<file path="config.mk">
export PLATFORM = sky130hd
export DESIGN_NAME = vedic_mult_pipe
export DESIGN_NICKNAME = d
export VERILOG_FILES = /design/src/rtl/vedic_mult_pipe_pkg.sv /design/src/rtl/vedic_mult_pipe_half_mult.sv /design/src/rtl/vedic_mult_pipe.sv
export SDC_FILE = /design/constraint.sdc
export NUM_CORES = 2
export LEC_CHECK = 0
export BUFFER_PORTS_ARGS = -buffer_cell sky130_fd_sc_hd__clkbuf_2
export CAP_MARGIN = 20
export CELL_PAD_IN_SITES_DETAIL_PLACEMENT = 0
export CELL_PAD_IN_SITES_GLOBAL_PLACEMENT = 1
export CORE_MARGIN = 2
export CORE_UTILIZATION = 50
export CTS_BUF_LIST = sky130_fd_sc_hd__clkbuf_8
export DETAILED_ROUTE_END_ITERATION = 7
export PLACE_DENSITY_LB_ADDON = 0.1
export SYNTH_ARGS = -nofsm -noshare
export SYNTH_HDL_FRONTEND = slang
export SYNTH_SLANG_ARGS = --single-unit
</file>
<file path="constraint.sdc">
create_clock -name clk -period 58.5 [get_ports clk]
set_input_delay 5.85 -clock clk [delete_from_list [all_inputs] [get_ports clk]]
set_output_delay 5.85 -clock clk [all_outputs]
set_load 0.02 [all_outputs]
</file>
<file path="src/rtl/vedic_mult_pipe_pkg.sv">
`default_nettype none
// ============================================================================
// Module   : mult_pkg
// Purpose  : Shared constants and elaboration-time helpers for the pipelined
//            Vedic multiplier (stage count, log2, result width).
// Ports    : none (package)
// Revision : 1.0 - initial release
// ============================================================================
package mult_pkg;

    // Number of register stages between the accept edge and out_valid.
    localparam int MULT_LAT = 4;

    // Ceiling log2, usable in constant expressions. clog2(1) = 0.
    function automatic int clog2(input int value);
        int r;
        int v;
        r = 0;
        v = value - 1;
        while (v > 0) begin
            r = r + 1;
            v = v >> 1;
        end
        return r;
    endfunction

    // Full-precision product width for a WIDTH x WIDTH multiply.
    function automatic int res_width(input int width);
        return 2 * width;
    endfunction

endpackage
`default_nettype wire

</file>
<file path="src/rtl/vedic_mult_pipe_half_mult.sv">
`default_nettype none
// ============================================================================
// Module   : vedic_half_mult
// Purpose  : Combinational N x N unsigned multiplier using the Urdhva
//            Tiryagbhyam ("vertically and crosswise") column method: each
//            product column k sums every a[i]&b[j] with i+j == k plus the
//            carry from column k-1.
// Ports    : a_i [N-1:0]   multiplicand
//            b_i [N-1:0]   multiplier
//            p_o [2N-1:0]  exact unsigned product
// Revision : 1.0 - initial release
// ============================================================================
module vedic_half_mult
    import mult_pkg::*;
#(
    parameter int N = 16
) (
    input  logic [N-1:0]   a_i,
    input  logic [N-1:0]   b_i,
    output logic [2*N-1:0] p_o
);

    // A column holds at most N crosswise bits plus an incoming carry that is
    // itself bounded by N, so 2N fits comfortably in this width.
    localparam int CW = clog2(N) + 3;

    logic [CW-1:0] w_col;
    logic [CW-1:0] w_carry;

    always_comb begin
        p_o     = '0;
        w_col   = '0;
        w_carry = '0;
        for (int k = 0; k < 2*N-1; k++) begin
            w_col = w_carry;
            for (int i = 0; i < N; i++) begin
                int j;
                j = k - i;
                if (j >= 0 && j < N) begin
                    w_col = w_col + CW'(a_i[i] & b_i[j]);
                end
            end
            p_o[k]  = w_col[0];
            w_carry = w_col >> 1;
        end
        // The product fits in 2N bits, so the final carry is a single bit.
        p_o[2*N-1] = w_carry[0];
    end

endmodule
`default_nettype wire

</file>
<file path="src/rtl/vedic_mult_pipe.sv">
`default_nettype none
// ============================================================================
// Module   : vedic_mult_pipe
// Purpose  : Four-stage pipelined WIDTH x WIDTH multiplier with per-operation
//            signed/unsigned mode, sideband tag and valid/ready flow control.
//            The product is formed from four WIDTH/2 partial products.
//              S1: operand magnitudes + sign of the product
//              S2: four half-width partial products ll, hl, lh, hh
//              S3: mid = hl + lh (carry kept), ll, hh
//              S4: p = {hh,ll} + (mid << WIDTH/2), negated if needed
// Ports    : clk          clock, rising edge
//            reset        asynchronous active-high reset
//            in_valid     operand pair presented
//            in_ready     pipeline can accept this cycle
//            a, b         operands [WIDTH-1:0]
//            signed_mode  1 = two's-complement operands
//            in_tag       sideband tag [TAG_W-1:0]
//            out_valid    result/out_tag valid
//            out_ready    consumer accepts this cycle
//            result       product [2*WIDTH-1:0]
//            out_tag      tag of the product in result
//            busy         any stage holds a valid token
// Revision : 1.0 - initial release
// ============================================================================
module vedic_mult_pipe
    import mult_pkg::*;
#(
    parameter int WIDTH = 32,   // must be even and >= 4
    parameter int TAG_W = 8
) (
    input  logic                 clk,
    input  logic                 reset,
    input  logic                 in_valid,
    output logic                 in_ready,
    input  logic [WIDTH-1:0]     a,
    input  logic [WIDTH-1:0]     b,
    input  logic                 signed_mode,
    input  logic [TAG_W-1:0]     in_tag,
    output logic                 out_valid,
    input  logic                 out_ready,
    output logic [2*WIDTH-1:0]   result,
    output logic [TAG_W-1:0]     out_tag,
    output logic                 busy
);

    localparam int HALF  = WIDTH / 2;
    localparam int RES_W = res_width(WIDTH);

    // ------------------------------------------------------------------
    // Handshake: the whole pipeline moves as one unit whenever the output
    // slot is empty or being drained this cycle.
    // ------------------------------------------------------------------
    logic w_advance;
    logic w_accept;
    logic s4_valid_q;

    assign w_advance = !s4_valid_q || out_ready;
    assign in_ready  = w_advance && !reset;
    assign w_accept  = in_valid && in_ready;

    // ------------------------------------------------------------------
    // S1: magnitudes and product sign
    // ------------------------------------------------------------------
    logic             s1_valid_q;
    logic [WIDTH-1:0] s1_a_q, s1_b_q;
    logic             s1_neg_q;
    logic [TAG_W-1:0] s1_tag_q;

    logic             w_a_neg, w_b_neg;
    logic [WIDTH-1:0] s1_a_d, s1_b_d;
    logic             s1_neg_d;

    // Negating -2^(WIDTH-1) wraps back to the same bit pattern, which read
    // as unsigned is exactly the required magnitude 2^(WIDTH-1).
    always_comb begin
        w_a_neg  = signed_mode && a[WIDTH-1];
        w_b_neg  = signed_mode && b[WIDTH-1];
        s1_a_d   = w_a_neg ? (~a + WIDTH'(1)) : a;
        s1_b_d   = w_b_neg ? (~b + WIDTH'(1)) : b;
        s1_neg_d = w_a_neg ^ w_b_neg;
    end

    always_ff @(posedge clk or posedge reset) begin
        if (reset) begin
            s1_valid_q <= 1'b0;
            s1_a_q     <= '0;
            s1_b_q     <= '0;
            s1_neg_q   <= 1'b0;
            s1_tag_q   <= '0;
        end else if (w_advance) begin
            s1_valid_q <= w_accept;
            if (w_accept) begin
                s1_a_q   <= s1_a_d;
                s1_b_q   <= s1_b_d;
                s1_neg_q <= s1_neg_d;
                s1_tag_q <= in_tag;
            end
        end
    end

    // ------------------------------------------------------------------
    // S2: four half-width partial products
    //   index 0: ll = a_lo*b_lo   1: hl = a_hi*b_lo
    //   index 2: lh = a_lo*b_hi   3: hh = a_hi*b_hi
    // ------------------------------------------------------------------
    logic [WIDTH-1:0] w_pp [4];

    for (genvar gi = 0; gi < 4; gi++) begin : g_pp
        logic [HALF-1:0] w_a_half;
        logic [HALF-1:0] w_b_half;

        assign w_a_half = (gi % 2 == 1) ? s1_a_q[WIDTH-1:HALF] : s1_a_q[HALF-1:0];
        assign w_b_half = (gi / 2 == 1) ? s1_b_q[WIDTH-1:HALF] : s1_b_q[HALF-1:0];

        vedic_half_mult #(
            .N (HALF)
        ) u_half_mult (
            .a_i (w_a_half),
            .b_i (w_b_half),
            .p_o (w_pp[gi])
        );
    end

    logic             s2_valid_q;
    logic [WIDTH-1:0] s2_ll_q, s2_hl_q, s2_lh_q, s2_hh_q;
    logic             s2_neg_q;
    logic [TAG_W-1:0] s2_tag_q;

    always_ff @(posedge clk or posedge reset) begin
        if (reset) begin
            s2_valid_q <= 1'b0;
            s2_ll_q    <= '0;
            s2_hl_q    <= '0;
            s2_lh_q    <= '0;
            s2_hh_q    <= '0;
            s2_neg_q   <= 1'b0;
            s2_tag_q   <= '0;
        end else if (w_advance) begin
            s2_valid_q <= s1_valid_q;
            if (s1_valid_q) begin
                s2_ll_q  <= w_pp[0];
                s2_hl_q  <= w_pp[1];
                s2_lh_q  <= w_pp[2];
                s2_hh_q  <= w_pp[3];
                s2_neg_q <= s1_neg_q;
                s2_tag_q <= s1_tag_q;
            end
        end
    end

    // ------------------------------------------------------------------
    // S3: sum the two cross terms, keeping the carry
    // ------------------------------------------------------------------
    logic             s3_valid_q;
    logic [WIDTH:0]   s3_mid_q;
    logic [WIDTH-1:0] s3_ll_q, s3_hh_q;
    logic             s3_neg_q;
    logic [TAG_W-1:0] s3_tag_q;
    logic [WIDTH:0]   s3_mid_d;

    assign s3_mid_d = {1'b0, s2_hl_q} + {1'b0, s2_lh_q};

    always_ff @(posedge clk or posedge reset) begin
        if (reset) begin
            s3_valid_q <= 1'b0;
            s3_mid_q   <= '0;
            s3_ll_q    <= '0;
            s3_hh_q    <= '0;
            s3_neg_q   <= 1'b0;
            s3_tag_q   <= '0;
        end else if (w_advance) begin
            s3_valid_q <= s2_valid_q;
            if (s2_valid_q) begin
                s3_mid_q <= s3_mid_d;
                s3_ll_q  <= s2_ll_q;
                s3_hh_q  <= s2_hh_q;
                s3_neg_q <= s2_neg_q;
                s3_tag_q <= s2_tag_q;
            end
        end
    end

    // ------------------------------------------------------------------
    // S4: final recombination and sign restore. The result register only
    // loads when a real token arrives, so bubbles leave it untouched.
    // ------------------------------------------------------------------
    logic [RES_W-1:0] w_p;
    logic [RES_W-1:0] s4_result_d;
    logic [RES_W-1:0] s4_result_q;
    logic [TAG_W-1:0] s4_tag_q;

    always_comb begin
        w_p         = {s3_hh_q, s3_ll_q} + (RES_W'(s3_mid_q) << HALF);
        s4_result_d = s3_neg_q ? (~w_p + RES_W'(1)) : w_p;
    end

    always_ff @(posedge clk or posedge reset) begin
        if (reset) begin
            s4_valid_q  <= 1'b0;
            s4_result_q <= '0;
            s4_tag_q    <= '0;
        end else if (w_advance) begin
            s4_valid_q <= s3_valid_q;
            if (s3_valid_q) begin
                s4_result_q <= s4_result_d;
                s4_tag_q    <= s3_tag_q;
            end
        end
    end

    assign out_valid = s4_valid_q;
    assign result    = s4_result_q;
    assign out_tag   = s4_tag_q;
    assign busy      = s1_valid_q | s2_valid_q | s3_valid_q | s4_valid_q;

endmodule
`default_nettype wire
</file>
==> impl_metrics.yaml <==
timing:
  fmax_mhz: 18.3
  min_period_ps: 54610
  worst_pin_slew_ps: 1090
  fin_skew_ps: 40.5
  relSlewSlack: 0.277
  final_max_slew_viol_count: 0
  grt_setup_unrepaired: "false"
  tns_ps: 0
  fin_crit_sh: 0.934
  finalSetupViolCount: 0
  hold_viol: 0
floorplanning:
  dieArea_sq_um: 117000
  start_util: 0.503
  coreArea_sq_um: 114000
  die_h_um: 343
  die_x_um: 343
  io_pins: 152
  placementRows: 124
route:
  vias: 44096
  ant_nets: 0
  post-route-drc-count: 0
  totalWireLength_mm: 166
  vias_per_cell: 5.47
  drtPass1Iterations: 5
  drt_iter0_markers: 2730
  routedWlPerCell_um: 20.6
global_routing:
  grt_max_degree: 119
  grt_pass1_vias: 45697
  grt_overflow: 0
  grt_pass1_wl_mm: 262
  grtUsageTotal: 0.290
  grt_antenna_before_repair: 19
worst_setup_path:
  critPathSlowestCell: "or4b_2"
  critPathBufInv: 42
  cpMostUsedCell: "fa_1"
  setup.worst_path.class: "flop to flop"
  path_delay_family: "adder cells"
  cp-end-kind: "flop"
  max_stage_delay_ps: 640
  cp.required_ps: 59150
  worstPathArrival_ps: 55260
  critPathMaxFanout: 29
  worstSetupStartpointType: "flop"
clock_network:
  cts-resized-gates: 0
  cts_tree: "yes"
  cts.sinks: 392
  htreeDepth: 3
  clockBufferDepth: 3
  cts_setup_buffers: 0
  clock_latency_ps: 730
  numCtsBuffers: 78
  hold_buffers: 0
  cts.reportedPaths.clkPinSlew_ps: 60
  root_buffer: "clkbuf_8"
hold_path:
  hold_path.class: "flop to flop"
synthesis:
  synth_area_sq_um: 57300
  async_reset_ff_frac: 1.00
  yosysWarnings: 0
  syn_inst: 6462
  synth_top_cell_by_area: "fa_1"
  synth-main-ff-cell: "dfrtp_1"
  avgSynthCellArea_sq_um: 8.87
  yosys.area.top_type_share: 0.238
  synth_seq_cells: 392
  synth_nets: 7949
  synth_cell_types: 92
  synth-edff-count: 0
  ys_seq_area_frac: 0.171
  synth_area_leaders: "fa_1 (24%), dfrtp_1 (17%), ha_1 (16%)"
place:
  dp_hpwl_mm: 122
  port_buffers: 151
  routabilityCongestion: 0.941
final_layout:
  mostFrequentLayoutCell: "nand2_1"
  area.growth.synth_to_final_pct: 6.85
  layout.filler_cells: 10772
  mostFrequentLayoutCells: "nand2_1 (1179), inv_1 (825), ha_1 (728)"
  nets: 7970
  layout-drive-gt1-share: 0.0756
job:
  cap_viol_max_count: 0
run_status:
  status: "finished clean"
[cells in the mapped netlist (all sizes together) (85+ instances only)]
library cell,instances
nand2,1183
inv,806
ha,728
fa,682
and2,413
dfrtp,392
o21ai,292
clkbuf,279
a21oi,266
xnor2,265
a21o,205
xor2,167
nor2,146
mux2,85
[registers in the layout, summed over array words and instances (netlist names), 8 cells and up]
register,flops
s2_ll_q,32
s1_b_q,32
s3_hh_q,32
s1_a_q,32
result,64
out_tag,8
s1_tag_q,8
s2_tag_q,8
s2_hh_q,32
s3_mid_q,33
s3_ll_q,32
s2_hl_q,32
s2_lh_q,32
s3_tag_q,8
[kinds of logic (layout without fill, tap and decap cells)]
kind of cell / Yosys count / count (layout) / share of synthesized area
buffers and inverters: 1113 / 1189 / 0.0739
other: 0 / 5 / 0
AOI/OAI and AO/OA: 959 / 959 / 0.104
and+or+nand+nor: 2058 / 2058 / 0.169
muxes: 98 / 98 / 0.0190
DFF: 392 / 392 / 0.171
xor gates and xnor gates: 432 / 432 / 0.0660
adders and majority gates: 1410 / 1410 / 0.397
[area by class of cell]
class,instances,area (sq um),share of cell area
inverter,806,3030,0.0495
antenna,5,12.5,0.000204
clock buffer,87,1200,0.0196
tap,1512,1890,0.0309
sequential,392,9810,0.160
clock inverter,48,510,0.00834
timing repair buffer,248,1480,0.0242
multi-input combinational,4957,43300,0.707
[worst paths after layout]
| check | startpoint | to | slack, ps | depth (start not counted) |
|---|---|---|---|---|
| setup / recovery | s1_a_q[1]$_DFFE_PP0P_ | s2_lh_q[31]$_DFFE_PP0P_ | 3890 | 164 |
| hold reg to reg | s3_tag_q[4]$_DFFE_PP0P_ | out_tag[4]$_DFFE_PP0P_ | 470 | 2 |
| min in group asynchronous | reset | result[40]$_DFFE_PP0P_ | 5320 | 2 |
| hold / removal | s3_tag_q[4]$_DFFE_PP0P_ | out_tag[4]$_DFFE_PP0P_ | 470 | 2 |
| setup reg to reg | s1_a_q[1]$_DFFE_PP0P_ | s2_lh_q[31]$_DFFE_PP0P_ | 3890 | 164 |
| max in group asynchronous | reset | s1_b_q[24]$_DFFE_PP0P_ | 50740 | 4 |
[metal layers]
metal / share of wire / routed length, um / track usage
met5: 0.00040 / 66 / 0
met4: 0.031 / 5110 / 0.0886
met3: 0.089 / 14800 / 0.0700
met2: 0.44 / 72800 / 0.455
met1: 0.44 / 72900 / 0.397
[through the flow]
| step | hold WS (ps) | util | instances | cell area (sq um) | worst slack (ps) |
|---|---|---|---|---|---|
| finish | 469 | 0.537 | 8055 | 61200 | 3890 |
| global route | 495 | 0.537 | 8051 | 61200 | 2050 |
| CTS | 473 | 0.537 | 8050 | 61200 | 3830 |
| detailed placement | 457 | 0.522 | 7915 | 59500 | 3880 |
| global placement | 448 | 0.522 | 7914 | 59500 | 4320 |
| floorplan | 433 | - | 6462 | 57300 | 5970 |
[worst register-to-register path: cells and delay by family (launching register included)]
kind | cells | cell delay [ps]
XOR/XNOR | 4 | 700
adder cells (fa/ha/maj) | 114 | 49400
buffers and inverters | 42 | 2980
flip-flops | 1 | 430
AND/OR/NAND/NOR | 4 | 1040
Power is left out: the tool's default activity adds up to more than one toggle a clock period on the data nets, which glitch-free logic cannot reach.
